[src/rtl/trace_pkg.sv]
// rtl/trace_pkg.sv - shared state encoding and saturating counter helper for the trace buffer
package trace_pkg;

  typedef enum logic [1:0] {
    IDLE    = 2'd0,
    CAPTURE = 2'd1,
    DONE    = 2'd2
  } state_t;

  // Increment that sticks at lim; callers pass their all-ones value as lim.
  function automatic logic [63:0] sat_inc(input logic [63:0] v, input logic [63:0] lim);
    return (v == lim) ? v : v + 64'd1;
  endfunction

endpackage

[src/rtl/trace_fifo.sv]
// rtl/trace_fifo.sv - first-word-fall-through FIFO with flush and explicit occupancy count
module trace_fifo
  import trace_pkg::*;
#(
  parameter int DATA_WIDTH = 32,
  parameter int DEPTH      = 16
) (
  input  logic                       clk,
  input  logic                       reset,
  input  logic                       push,
  input  logic                       pop,
  input  logic                       flush,
  input  logic [DATA_WIDTH-1:0]      wdata,
  output logic [DATA_WIDTH-1:0]      rdata,
  output logic                       full,
  output logic                       empty,
  output logic [$clog2(DEPTH):0]     count
);

  localparam int AW = $clog2(DEPTH);

  logic [DATA_WIDTH-1:0] mem [DEPTH];
  logic [AW-1:0]         wr_ptr;
  logic [AW-1:0]         rd_ptr;
  logic                  do_push;
  logic                  do_pop;

  assign empty   = (count == '0);
  assign full    = (count == (AW+1)'(DEPTH));
  assign do_pop  = pop && !empty;
  // A full FIFO still accepts a push when the head leaves in the same cycle.
  assign do_push = push && (!full || do_pop);
  // Gated so the data port reads zero whenever nothing is stored (e.g. out of reset).
  assign rdata   = empty ? '0 : mem[rd_ptr];

  always_ff @(posedge clk or posedge reset) begin
    if (reset) begin
      wr_ptr <= '0;
      rd_ptr <= '0;
      count  <= '0;
    end else if (flush) begin
      wr_ptr <= '0;
      rd_ptr <= '0;
      count  <= '0;
    end else begin
      if (do_push) wr_ptr <= wr_ptr + 1'b1;
      if (do_pop)  rd_ptr <= rd_ptr + 1'b1;
      count <= count + (AW+1)'(do_push) - (AW+1)'(do_pop);
    end
  end

  always_ff @(posedge clk) begin
    if (do_push && !flush) mem[wr_ptr] <= wdata;
  end

endmodule

[src/rtl/debug_trace_buffer.sv]
// rtl/debug_trace_buffer.sv - armed capture of the CPU debug word into a drainable trace FIFO
module debug_trace_buffer
  import trace_pkg::*;
#(
  parameter int DATA_WIDTH = 32,
  parameter int DEPTH      = 16,
  parameter int MAX_CYCLES = 10,
  parameter int CNT_WIDTH  = 16
) (
  input  logic                    clk,
  input  logic                    reset,
  input  logic                    start,
  input  logic                    stop,
  input  logic [DATA_WIDTH-1:0]   debug,
  output logic [DATA_WIDTH-1:0]   outData,
  output logic                    outValid,
  input  logic                    outReady,
  output logic                    capturing,
  output logic                    done,
  output logic                    overflow,
  output logic [CNT_WIDTH-1:0]    sampleCount,
  output logic [CNT_WIDTH-1:0]    dropCount,
  output logic [$clog2(DEPTH):0]  level
);

  localparam logic [63:0] CNT_MAX = 64'({CNT_WIDTH{1'b1}});

  state_t               state, state_next;
  logic                 push;
  logic                 flush;
  logic                 pop;
  logic                 fifo_full;
  logic                 fifo_empty;
  logic [CNT_WIDTH-1:0] sample_inc;
  logic [CNT_WIDTH-1:0] drop_inc;

  assign outValid   = !fifo_empty;
  assign pop        = outValid && outReady;
  assign capturing  = (state == CAPTURE);
  assign done       = (state == DONE);
  assign sample_inc = CNT_WIDTH'(sat_inc(64'(sampleCount), CNT_MAX));
  assign drop_inc   = CNT_WIDTH'(sat_inc(64'(dropCount), CNT_MAX));

  trace_fifo #(
    .DATA_WIDTH(DATA_WIDTH),
    .DEPTH     (DEPTH)
  ) u_fifo (
    .clk  (clk),
    .reset(reset),
    .push (push),
    .pop  (pop),
    .flush(flush),
    .wdata(debug),
    .rdata(outData),
    .full (fifo_full),
    .empty(fifo_empty),
    .count(level)
  );

  always_ff @(posedge clk or posedge reset) begin
    if (reset) state <= IDLE;
    else       state <= state_next;
  end

  always_comb begin
    state_next = state;
    push       = 1'b0;
    flush      = 1'b0;
    case (state)
      IDLE, DONE: begin
        if (start) begin
          flush      = 1'b1;
          state_next = CAPTURE;
        end
      end
      CAPTURE: begin
        if (stop) begin
          state_next = DONE;
        end else begin
          push = 1'b1;
          // The sample that reaches the limit is still taken; the run ends after it.
          if (MAX_CYCLES != 0 && 32'(sample_inc) == MAX_CYCLES) state_next = DONE;
        end
      end
      default: state_next = IDLE;
    endcase
  end

  always_ff @(posedge clk or posedge reset) begin
    if (reset) begin
      sampleCount <= '0;
      dropCount   <= '0;
      overflow    <= 1'b0;
    end else if (flush) begin
      sampleCount <= '0;
      dropCount   <= '0;
      overflow    <= 1'b0;
    end else if (push) begin
      sampleCount <= sample_inc;
      if (fifo_full && !pop) begin
        dropCount <= drop_inc;
        overflow  <= 1'b1;
      end
    end
  end

endmodule

[config.mk]
export PLATFORM = sky130hd
export DESIGN_NAME = debug_trace_buffer
export DESIGN_NICKNAME = d
export VERILOG_FILES = /design/src/rtl/trace_pkg.sv /design/src/rtl/trace_fifo.sv /design/src/rtl/debug_trace_buffer.sv
export SDC_FILE = /design/constraint.sdc
export NUM_CORES = 1
export LEC_CHECK = 0
export CAP_MARGIN = 20
export CORE_MARGIN = 2
export CORE_UTILIZATION = 45
export CTS_BUF_LIST = sky130_fd_sc_hd__clkbuf_8
export CTS_CLUSTER_DIAMETER = 40
export CTS_CLUSTER_SIZE = 8
export DETAILED_ROUTE_END_ITERATION = 7
export GPL_ROUTABILITY_DRIVEN = 0
export HOLD_SLACK_MARGIN = 0.08
export PLACE_DENSITY = 0.63
export SYNTH_ARGS = -nofsm -noshare
export SYNTH_HDL_FRONTEND = slang
export SYNTH_SLANG_ARGS = --single-unit
export TNS_END_PERCENT = 1
[constraint.sdc]
create_clock -name clk -period 4.4 [get_ports clk]
set_input_delay 1.1 -clock clk [delete_from_list [all_inputs] [get_ports clk]]
set_output_delay 1.1 -clock clk [all_outputs]
set_load 0.05 [all_outputs]
==> summary.txt, run 1 <==
Synth
  • Yosys cell types: between 50 and 60
  • Synth Flop Type: edfxtp_1
  • Post-synth ARST share: 8.57%
  • Main area contributors after synthesis: edfxtp_1, mux4_2, dfrtp_1, and2_1, xor2_1
  • Top cell type's share of synthesized area: between 60% and 70%
  • Ys Warns: 0
  • Synthesized flop and latch total: 560
  • Post-Syn Area: around 0.022 mm²
  • Count leader, synth: edfxtp_1
  • Mean post-synth cell area: between 20 and 25 µm²
  • Post-synth EDFFs: 512
  • Sequential area share after synthesis: about three quarters
  • Top post-synthesis cells by count: edfxtp_1, mux4_2, dfrtp_1
  • Syn Nets: 1133
  • Synth area leader: edfxtp_1
  • Synth Instances: ~1.1k

CTS
  • Clock buffer count from CTS: just under 90
  • Hold Buf Count CTS: 0
  • # clock sinks: between 500 and 600
  • Clock latency at the later pin of the worst-skew pair: 0.65 ns
  • CTS tree: built
  • Root cell of the clock tree: clkbuf_8
  • H-Tree Depth: 3
  • Clock buffer depth: 3
  • Clk slew on worst S/H paths: around 0.06 ns

Cells and area
  • Area of the multi-input gates: about 0.0055 mm²
  • Area growth syn-to-layout: 17.1%
  • Reg area: ~0.017 mm²
  • Share of cells above drive strength 1: 28.6%
  • Core Util, Final: between 50 and 60%
  • Fillers: about 3.8k
  • Nets: about 1.3k

Setup path
  • Required @ worst endpoint: roughly 3.3 ns
  • Startpoint types: flip-flop
  • Crit end category: output port
  • CP Max Fanout: 74
  • Arrival @ worst endpoint: 3.13 ns
  • Setup Crit Path Kind: reg -> out

Route
  • 1st-iter DRT viols: ~810
  • DR vias: around 11k
  • Vias/cell: 5.62
  • Final wirelength: 48800 µm
  • DRC Markers: 0
  • Wire length per cell: around 25 µm
  • TritonRoute pass-1 iters: 5
  • Routed Antenna Nets: 0

Place
  • Dpl hpwl: around 27000 µm
  • Port Buffers: ~110
  • DP Worst Slack: ~0.44 ns

Pwr
  • VDD IR max: slightly below 0.3 mV
  • Power Dens Cells: 574 mW/mm²
  • Total power: 15.0 mW
  • Leak: around 8.5 nW

Floorplanning
  • Die Y: approximately 230 µm
  • DIE AREA: roughly 0.051 mm²
  • I/O pin count: 110
  • Core ar.: between 0.04 and 0.05 mm²
  • Rows: 81
  • Die width: 227 µm
  • Starting Density: 45.7%

Timing
  • Final-report hold violation count: 0
  • Max_slew headroom: approximately 51%
  • Final setup fails: 0
  • Setup ws final: 0.170 ns
  • Worst-Margin Slew: between 0.7 and 0.8 ns
  • Tcrit/Tclk final: ~96%
  • Achievable Freq: 0.236 GHz
  • RSZ-0062 raised after global routing: false
  • Min cycle time layout: between 4 and 5 ns
  • Clock skew: 0.0303 ns
  • Slew Limit Fails: 0

Global route
  • Number of global-route vias before repair: around 11k
  • Grt total ovfl: 0
  • First-pass GRT wire length: approximately 72000 µm
  • All-Layer GR Usage: about a fifth
  • Initial antenna violation count: 2
  • Largest net degree at the start of global routing: between 70 and 80

Run status
  • Outcome: finished clean

Job
  • Max cap viols: 0

Min path
  • Hold Path Class: reg -> reg
-- layer usage --
layer  track usage (%)  share of wire, %
met2              31.1                49
met3              3.52               5.5
met1              27.3                44
met5                 0             0.027
met4              6.26               1.8
-- flip-flops by register name, indices dropped and copies added (netlist names) --
signal and flops:
sampleCount 16, u_fifo.count 5, u_fifo.mem 512, u_fifo.rd_ptr 4, state 2, dropCount 16
u_fifo.wr_ptr 4, overflow 1
-- through the flow --
| stage | cells | setup TNS [ns] | cell area, µm² | hold WS (ns) |
|---|---|---|---|---|
| final | 1983 | 0 | 26200 | 0.490 |
| after floorplan | 1082 | -53.98 | 22400 | 0.521 |
| after global placement | 1847 | 0 | 24500 | 0.496 |
| after global routing | 1983 | 0 | 26200 | 0.530 |
| after detailed placement | 1847 | 0 | 24500 | 0.488 |
| after CTS | 1978 | -0.718 | 26100 | 0.503 |
-- worst paths after layout --
path,start,endpoint,slack (ns),cells past startpoint
min in group asynchronous,reset,u_fifo.count[2]$_DFF_PP0_,0.76,2
max reg2reg,u_fifo.count[2]$_DFF_PP0_,u_fifo.count[4]$_DFF_PP0_,0.83,16
max in group asynchronous,reset,sampleCount[3]$_DFFE_PP0P_,3.11,3
min reg2reg,overflow$_DFFE_PP0P_,overflow$_DFFE_PP0P_,0.49,2
min,overflow$_DFFE_PP0P_,overflow$_DFFE_PP0P_,0.49,2
max,u_fifo.rd_ptr[1]$_DFFE_PP0P_,outData[21],0.17,5
-- worst max-delay path, cell delays in order (launching register included) --
cell     delay (ns)
dfrtp_4        0.71
buf_12         0.44
mux4_2         0.39
mux4_2         0.48
and2_1         0.20
buf_4          0.19
-- layout make-up --
class | count | area share (%)
diodes | 1 | 0.00956
clock buffers | 93 | 4.89
clock inverters | 38 | 1.10
inverters | 22 | 0.315
multi-input cells | 445 | 21.0
flip-flops and latches | 560 | 63.4
well taps | 664 | 3.17
repair buffers | 160 | 6.12
-- kinds of logic (layout without fill, tap and decap cells) --
| family | Yosys count | count (layout) | synth area share [%] |
|---|---|---|---|
| simple gates | 179 | 179 | 4.33 |
| flops | 560 | 560 | 74.2 |
| mux | 167 | 167 | 16.4 |
| compound gates | 60 | 60 | 1.77 |
| buf+inv | 77 | 313 | 1.50 |
| xor+xnor | 25 | 25 | 0.980 |
| other cells | 0 | 1 | 0 |
| fa+ha+maj | 14 | 14 | 0.817 |
-- cells in the final DEF, fill, tap and decap left out, types with 6 or more instances in the layout --
cell / synthesis / routed
o21ai_0: 16 / 16
nand4_1: 19 / 19
clkbuf_8: 0 / 93
clkinv_1: 0 / 6
inv_1: 22 / 37
xor2_1: 22 / 22
and2_2: 0 / 8
clkinv_2: 0 / 6
mux4_2: 160 / 160
dfrtp_1: 48 / 44
nand3_1: 11 / 11
clkdlybuf4s50_1: 0 / 77
ha_1: 13 / 13
edfxtp_1: 512 / 512
dlygate4sd2_1: 0 / 9
buf_4: 3 / 56
nor2_1: 41 / 36
and2_1: 44 / 35
nand2_1: 26 / 26
a21oi_1: 11 / 11
mux2i_1: 6 / 6
buf_12: 0 / 13
-- where the power goes --
part / total, mW / leakage, nW / internal [mW] / switching, mW
logic: 4.78 / 2.41 / 2.13 / 2.65
clock network: 4.08 / 0.862 / 2.16 / 1.92
registers: 6.18 / 5.26 / 5.98 / 0.192
-- repair_timing --
item / in CTS / in global routing
setup buffers: 0 / 3
cloned: 0 / 0
endpoints found under the hold margin: 0 / 0
setup endpoints to repair: 30 / 26
resized for setup: 18 / 1
No activity file was read; power rests on OpenSTA's default activity.
==> run 2: changes to the inputs <==
--- a/config.mk
+++ b/config.mk
@@ -14,7 +14,6 @@
 export DETAILED_ROUTE_END_ITERATION = 7
 export GPL_ROUTABILITY_DRIVEN = 0
 export HOLD_SLACK_MARGIN = 0.08
-export PLACE_DENSITY = 0.63
 export SYNTH_ARGS = -nofsm -noshare
 export SYNTH_HDL_FRONTEND = slang
 export SYNTH_SLANG_ARGS = --single-unit
==> constraint.sdc (replaced) <==
create_clock -name clk -period 4.5 [get_ports clk]
set_input_delay 1.125 -clock clk [delete_from_list [all_inputs] [get_ports clk]]
set_output_delay 1.125 -clock clk [all_outputs]
set_load 0.05 [all_outputs]
==> summary.txt, run 2 (same netlist as run 1, synthesis figures left out) <==
Cells and area
  • ANT cells: 0 (was 1)
  • Nets: 1327 (was 1328)
  • Finished Cell Area: 0.0262 mm² (about the same)
  • Largest reg by FF count: u_fifo.mem (unchanged)
  • Area of the multi-input gates: 0.00551 mm² (about the same)
  • Commonest non-fill, non-tap cell in the layout: edfxtp_1 (unchanged)
  • Area growth syn-to-layout: 17.1% (about the same)
  • Most frequent cells in the layout: edfxtp_1, mux4_2, clkbuf_8 (unchanged)
  • Max reg flops: 512 (unchanged)
  • Share of cells above drive strength 1: 28.2% (was 28.6%)
  • Reg area: 0.0166 mm² (about the same)
  • Fillers: 3810 (was 3829)
  • Largest regs: u_fifo.mem (512), dropCount (16), sampleCount (16) (unchanged)
  • Filler-free cell count of the finished design: 1989 (was 1983)

Global route
  • First-pass GRT wire length: 73700 µm (was 72200 µm)
  • All-Layer GR Usage: 20.0% (was 19.4%)
  • Number of global-route vias before repair: 11.4k (about the same)
  • Largest net degree at the start of global routing: 49 (was 75)
  • Grt total ovfl: 0 (unchanged)
  • Initial antenna violation count: 0 (was 2)

Pwr
  • Total power: 14.6 mW (was 15.0 mW)
  • VDD IR max: 0.408 mV (was 0.298 mV)
  • Clk pwr share: 26.8% (was 27.1%)
  • Sw frac: 32.2% (was 31.6%)
  • Comb pwr share: 31.7% (was 31.8%)
  • Power Dens Cells: 557 mW/mm² (was 574 mW/mm²)
  • Reg power frac: 41.4% (was 41.1%)
  • Leak: 8.49 nW (was 8.53 nW)
  • Net Switching: 4.70 mW (was 4.76 mW)
  • Internal power: 9.88 mW (was 10.3 mW)

Route
  • DR vias: 11.1k (about the same)
  • Wl on met1: 22000 µm (was 21400 µm)
  • 1st-iter DRT viols: 874 (was 813)
  • DR top layer: met4 (was met5)
  • TritonRoute pass-1 iters: 5 (unchanged)
  • Routed Antenna Nets: 0 (unchanged)
  • Final wirelength: 49500 µm (was 48800 µm)
  • WL met3: 2550 µm (was 2670 µm)
  • Met2 wire len: 24000 µm (was 23900 µm)
  • Wire length per cell: 24.9 µm (was 24.6 µm)
  • DRC Markers: 0 (unchanged)
  • Vias/cell: 5.60 (was 5.62)

CTS
  • Clk slew on worst S/H paths: 0.06 ns (about the same)
  • Clock buffer depth: 3 (unchanged)
  • Clock latency at the later pin of the worst-skew pair: 0.66 ns (was 0.65 ns)
  • Clock buffer count from CTS: 92 (was 88)
  • H-Tree Depth: 3 (unchanged)
  • Root cell of the clock tree: clkbuf_8 (unchanged)
  • # clock sinks: 560 (unchanged)
  • Hold Buf Count CTS: 0 (unchanged)
  • CTS tree: built (unchanged)

Timing
  • Tcrit/Tclk final: 97.7%
  • Final setup fails: 0 (unchanged)
  • Setup ws final: 0.105 ns (was 0.170 ns)
  • RSZ-0062 raised after global routing: false (unchanged)
  • Slew Limit Fails: 0 (unchanged)
  • Hold Slack: 0.476 ns (was 0.490 ns)
  • Achievable Freq: around 0.23 GHz
  • Min cycle time layout: between 4 and 5 ns
  • Max_slew headroom: 47.0% (was 51.0%)
  • Worst-Margin Slew: 0.795 ns (was 0.730 ns)
  • Clock skew: 0.0236 ns (was 0.0303 ns)
  • Final-report hold violation count: 0 (unchanged)

Setup path
  • Crit end category: output port (unchanged)
  • Arrival @ worst endpoint: 3.27 ns (was 3.13 ns)
  • Buffers & Inverters on Critical Path: 3 (was 2)
  • CP max-delay cell: dfrtp_4 (unchanged)
  • Critical path, cell by cell: buf_4 > buf_12 > mux4_2 > mux4_2 > and2_1 > buf_4 (was buf_12 > mux4_2 > mux4_2 > and2_1 > buf_4)
  • CP top delay family: multiplexers (unchanged)
  • CP max stage delay: 0.72 ns (was 0.71 ns)
  • CP Max Fanout: 48 (was 74)
  • Required @ worst endpoint: 3.38 ns (was 3.30 ns)
  • Setup Crit Path Kind: reg -> out (unchanged)
  • Startpoint types: flip-flop (unchanged)

Job
  • Max cap viols: 0 (unchanged)

Floorplanning
  • Rows: 81 (unchanged)
  • I/O pin count: 110 (unchanged)
  • Starting Density: 45.7% (unchanged)
  • Die width: 227 µm (unchanged)
  • Core ar.: 0.0490 mm² (unchanged)
  • DIE AREA: 0.0515 mm² (unchanged)
  • Die Y: 227 µm (unchanged)

Min path
  • Hold Path Class: reg -> reg (unchanged)

Run status
  • Outcome: finished clean (unchanged)

Place
  • Dpl hpwl: 26100 µm (was 26700 µm)
  • Placed cell count: 1840 (was 1847)
  • Port Buffers: 109 (unchanged)
  • DP Worst Slack: 0.522 ns (was 0.442 ns)
  • Cell Area, Placed: 0.0245 mm² (about the same)
## run 2: worst paths after layout
path                            cells after the start                           end                         start  slack, ns
worst max register to register                     16     u_fifo.count[4]$_DFF_PP0_     u_fifo.count[3]$_DFF_PP0_       1.12
worst min register to register                      2          overflow$_DFFE_PP0P_          overflow$_DFFE_PP0P_       0.48
min in group asynchronous                           2     dropCount[10]$_DFFE_PP0P_                         reset       0.80
worst min-delay path                                2          overflow$_DFFE_PP0P_          overflow$_DFFE_PP0P_       0.48
worst max-delay path                                6                   outData[28]  u_fifo.rd_ptr[1]$_DFFE_PP0P_       0.10
max in group asynchronous                           3  u_fifo.rd_ptr[0]$_DFFE_PP0P_                         reset       3.17
## run 2: metal layers
metal | track usage, % | vias up
li1 | - | 4835
met1 | 28.3 | 5891
met2 | 32.1 | 329
met3 | 3.62 | 75
met4 | 5.62 | 0
met5 | 0 | -
## run 2: layout make-up
type	count	area share, %
Clock inverter	49	1.01
Timing Repair Buffer	155	6.12
Tap cell	664	3.18
Sequential cell	560	63.4
Inverter	22	0.316
Clock buffer	94	4.94
Multi-Input combinational cell	445	21.0
## run 2: worst reg2reg max path, cell delays in order (launching register included)
cell and delay [ns]:
dfrtp_1 0.40, inv_1 0.08, ha_1 0.14, nor3b_1 0.37
nand2b_2 0.39, and2_1 0.39, ha_1 0.30, inv_1 0.05
ha_1 0.16, inv_1 0.06, fa_1 0.43, inv_1 0.07
a21oi_1 0.05, nor2_1 0.09, nor2_1 0.06, xnor2_1 0.15
nor2_1 0.05
## run 2: power by group through the flow
| stage | clock network (mW) | registers, mW | logic [mW] |
|---|---|---|---|
| global route | 4.25 | 6.06 | 4.94 |
| finish | 3.91 | 6.04 | 4.63 |
| CTS | 4.02 | 6.06 | 4.66 |
| floorplan | 0 | 6.12 | 3.32 |
| global placement | 0 | 6.16 | 4.69 |
| detailed placement | 0 | 6.16 | 4.72 |
## run 2: metrics by stage
step / utilization, % / setup TNS [ns]
2_1_floorplan: - / -41.18
3_3_place_gp: 50.1 / 0
3_5_place_dp: 50.1 / 0
4_1_cts: 53.3 / 0
5_1_grt: 53.5 / 0
6_report: 53.5 / 0
## run 2: repair_timing
item | in CTS | in global routing
resized for setup | 14 | 0
setup endpoints to repair | 18 | 5
setup buffers | 0 | 5
==> run 3: changes to the inputs <==
--- a/config.mk
+++ b/config.mk
@@ -5,7 +5,6 @@
 export SDC_FILE = /design/constraint.sdc
 export NUM_CORES = 1
 export LEC_CHECK = 0
-export CAP_MARGIN = 20
 export CORE_MARGIN = 2
 export CORE_UTILIZATION = 45
 export CTS_BUF_LIST = sky130_fd_sc_hd__clkbuf_8
==> summary.txt, run 3 (same netlist as run 1, synthesis figures left out) <==
Min path
  • Hold Path Class: reg -> reg (unchanged)

Timing
  • Tcrit/Tclk final: 97.5% (was 97.7%)
  • RSZ-0062 raised after global routing: false (unchanged)
  • Final-report hold violation count: 0 (unchanged)
  • Max_slew headroom: 29.6% (was 47.0%)
  • Slew Limit Fails: 0 (unchanged)
  • Min cycle time layout: 4.39 ns (was 4.40 ns)
  • Worst-Margin Slew: 1.05 ns (was 0.795 ns)
  • Clock skew: 0.0248 ns (was 0.0236 ns)
  • Final setup fails: 0 (unchanged)
  • Achievable Freq: 0.228 GHz (about the same)

Cells and area
  • ANT cells: 0 (unchanged)
  • Most frequent cells in the layout: edfxtp_1, mux4_2, clkbuf_8 (unchanged)
  • Largest reg by FF count: u_fifo.mem (unchanged)
  • Filler-free cell count of the finished design: 1988 (was 1989)
  • Max reg flops: 512 (unchanged)
  • Share of cells above drive strength 1: 28.1% (was 28.2%)
  • Largest regs: u_fifo.mem (512), dropCount (16), sampleCount (16) (unchanged)
  • Area growth syn-to-layout: 17.0% (was 17.1%)
  • Nets: 1326 (was 1327)
  • Commonest non-fill, non-tap cell in the layout: edfxtp_1 (unchanged)

Route
  • DRC Markers: 0 (unchanged)
  • 1st-iter DRT viols: 895 (was 874)
  • DR vias: 11.1k (about the same)
  • Routed Antenna Nets: 0 (unchanged)
  • Vias/cell: 5.58 (was 5.60)
  • Wire length per cell: 24.9 µm (about the same)
  • Final wirelength: 49500 µm (about the same)
  • TritonRoute pass-1 iters: 7 (was 5)

Setup path
  • CP max stage delay: 0.72 ns (about the same)
  • Worst-case reg-to-reg path depth: 16 (unchanged)
  • RR Startpoint: u_fifo.count[3]$_DFF_PP0_ (unchanged)
  • CP max-delay cell: dfrtp_4 (unchanged)
  • Arrival @ worst endpoint: 3.26 ns (was 3.27 ns)
  • Worst setup endpoint: outData[28] (unchanged)
  • Worst R2R Setup Slack: 1.12 ns (about the same)
  • Critical path depth: 6 (unchanged)
  • Buffers & Inverters on Critical Path: 3 (unchanged)
  • Setup Crit Path Kind: reg -> out (unchanged)
  • Critical path, cell by cell: buf_4 > buf_12 > mux4_2 > mux4_2 > and2_1 > buf_4 (unchanged)
  • Startpoint types: flip-flop (unchanged)
  • Crit end category: output port (unchanged)
  • CP top delay family: multiplexers (unchanged)
  • CP Max Fanout: 48 (unchanged)
  • Reg-to-reg endpoint: u_fifo.count[4]$_DFF_PP0_ (unchanged)
  • Crit path launch: u_fifo.rd_ptr[1]$_DFFE_PP0P_ (unchanged)
  • Required @ worst endpoint: 3.38 ns (about the same)

Global route
  • Number of global-route vias before repair: 11.4k (unchanged)
  • Largest net degree at the start of global routing: 49 (unchanged)
  • Initial antenna violation count: 0 (unchanged)
  • First-pass GRT wire length: 73700 µm (unchanged)
  • All-Layer GR Usage: 20.0% (unchanged)
  • Grt total ovfl: 0 (unchanged)

CTS
  • Root cell of the clock tree: clkbuf_8 (unchanged)
  • Clock latency at the later pin of the worst-skew pair: 0.66 ns (about the same)
  • H-Tree Depth: 3 (unchanged)
  • Clk slew on worst S/H paths: 0.06 ns (about the same)
  • Clock buffer count from CTS: 92 (unchanged)
  • Hold Buf Count CTS: 0 (unchanged)
  • Clock buffer depth: 3 (unchanged)
  • CTS tree: built (unchanged)
  • # clock sinks: 560 (unchanged)

Floorplanning
  • Die Y: 227 µm (unchanged)
  • I/O pin count: 110 (unchanged)
  • Starting Density: 45.7% (unchanged)
  • DIE AREA: 0.0515 mm² (unchanged)
  • Rows: 81 (unchanged)
  • Die width: 227 µm (unchanged)
  • Core ar.: 0.0490 mm² (unchanged)

Place
  • Dpl hpwl: 26100 µm (unchanged)
  • Placed cell count: 1840 (unchanged)
  • Port Buffers: 109 (unchanged)

Pwr
  • VDD IR max: 0.408 mV (about the same)
  • Total power: 14.6 mW (about the same)
  • Power Dens Cells: 557 mW/mm² (about the same)
  • Leak: 8.48 nW (was 8.49 nW)

Job
  • Max cap viols: 0 (unchanged)

Run status
  • Outcome: finished clean (unchanged)
[run 3: final cells by class]
class | count | area [µm²]
clock inverter | 49 | 265
tap | 664 | 831
timing repair buffer | 154 | 1580
multi-input combinational | 445 | 5510
inverter | 22 | 82.6
fill | 3807 | 22800
clock buffer | 94 | 1290
sequential | 560 | 16600
[run 3: how the worst min path moves through the flow]
stage	startpoint	end	slack, ns	cells after the start
finish	overflow$_DFFE_PP0P_	overflow$_DFFE_PP0P_	0.48	2
global route	overflow$_DFFE_PP0P_	overflow$_DFFE_PP0P_	0.53	2
CTS	overflow$_DFFE_PP0P_	overflow$_DFFE_PP0P_	0.49	2
detailed placement	overflow$_DFFE_PP0P_	overflow$_DFFE_PP0P_	0.47	2
global placement	overflow$_DFFE_PP0P_	overflow$_DFFE_PP0P_	0.48	2
floorplan	u_fifo.wr_ptr[0]$_DFFE_PP0P_	u_fifo.wr_ptr[0]$_DFFE_PP0P_	0.52	1
[run 3: stage by stage]
stage / setup WS, ns / setup TNS, ns / hold WS (ns) / area [µm²] / utilization, %
floorplan: -0.322 / -41.18 / 0.521 / 22400 / -
global placement: 0.529 / 0 / 0.478 / 24500 / 50.1
detailed placement: 0.522 / 0 / 0.472 / 24500 / 50.1
CTS: 0.0195 / 0 / 0.486 / 26100 / 53.3
global route: 0.00377 / 0 / 0.528 / 26100 / 53.4
finish: 0.114 / 0 / 0.476 / 26100 / 53.4
[run 3: report_power, final]
part	switching, mW	total [mW]	leakage, nW	internal (mW)
logic	2.57	4.62	2.37	2.05
clock network	1.93	3.91	0.849	1.98
registers	0.189	6.04	5.26	5.85
total	4.69	14.6	8.48	9.88
[run 3: metal layers]
layer | vias up | global-route usage, % | share of wire, %
li1 | 4835 | - | -
met1 | 5868 | 28.3 | 45
met2 | 314 | 32.1 | 48
met3 | 74 | 3.62 | 4.8
met4 | 0 | 5.62 | 1.9
met5 | - | 0 | 0
[run 3: tightest hold or removal path, delay by kind of cell, from the launching register on]
kind	cells	cell delay [ns]
flip-flops	1	0.34
AND/OR/NAND/NOR	2	0.10
[run 3: what timing repair did]
item	CTS	global route
setup buffers	0	5
gates resized for setup	14	0
endpoints found under the setup margin	18	5
pin swaps	0	0
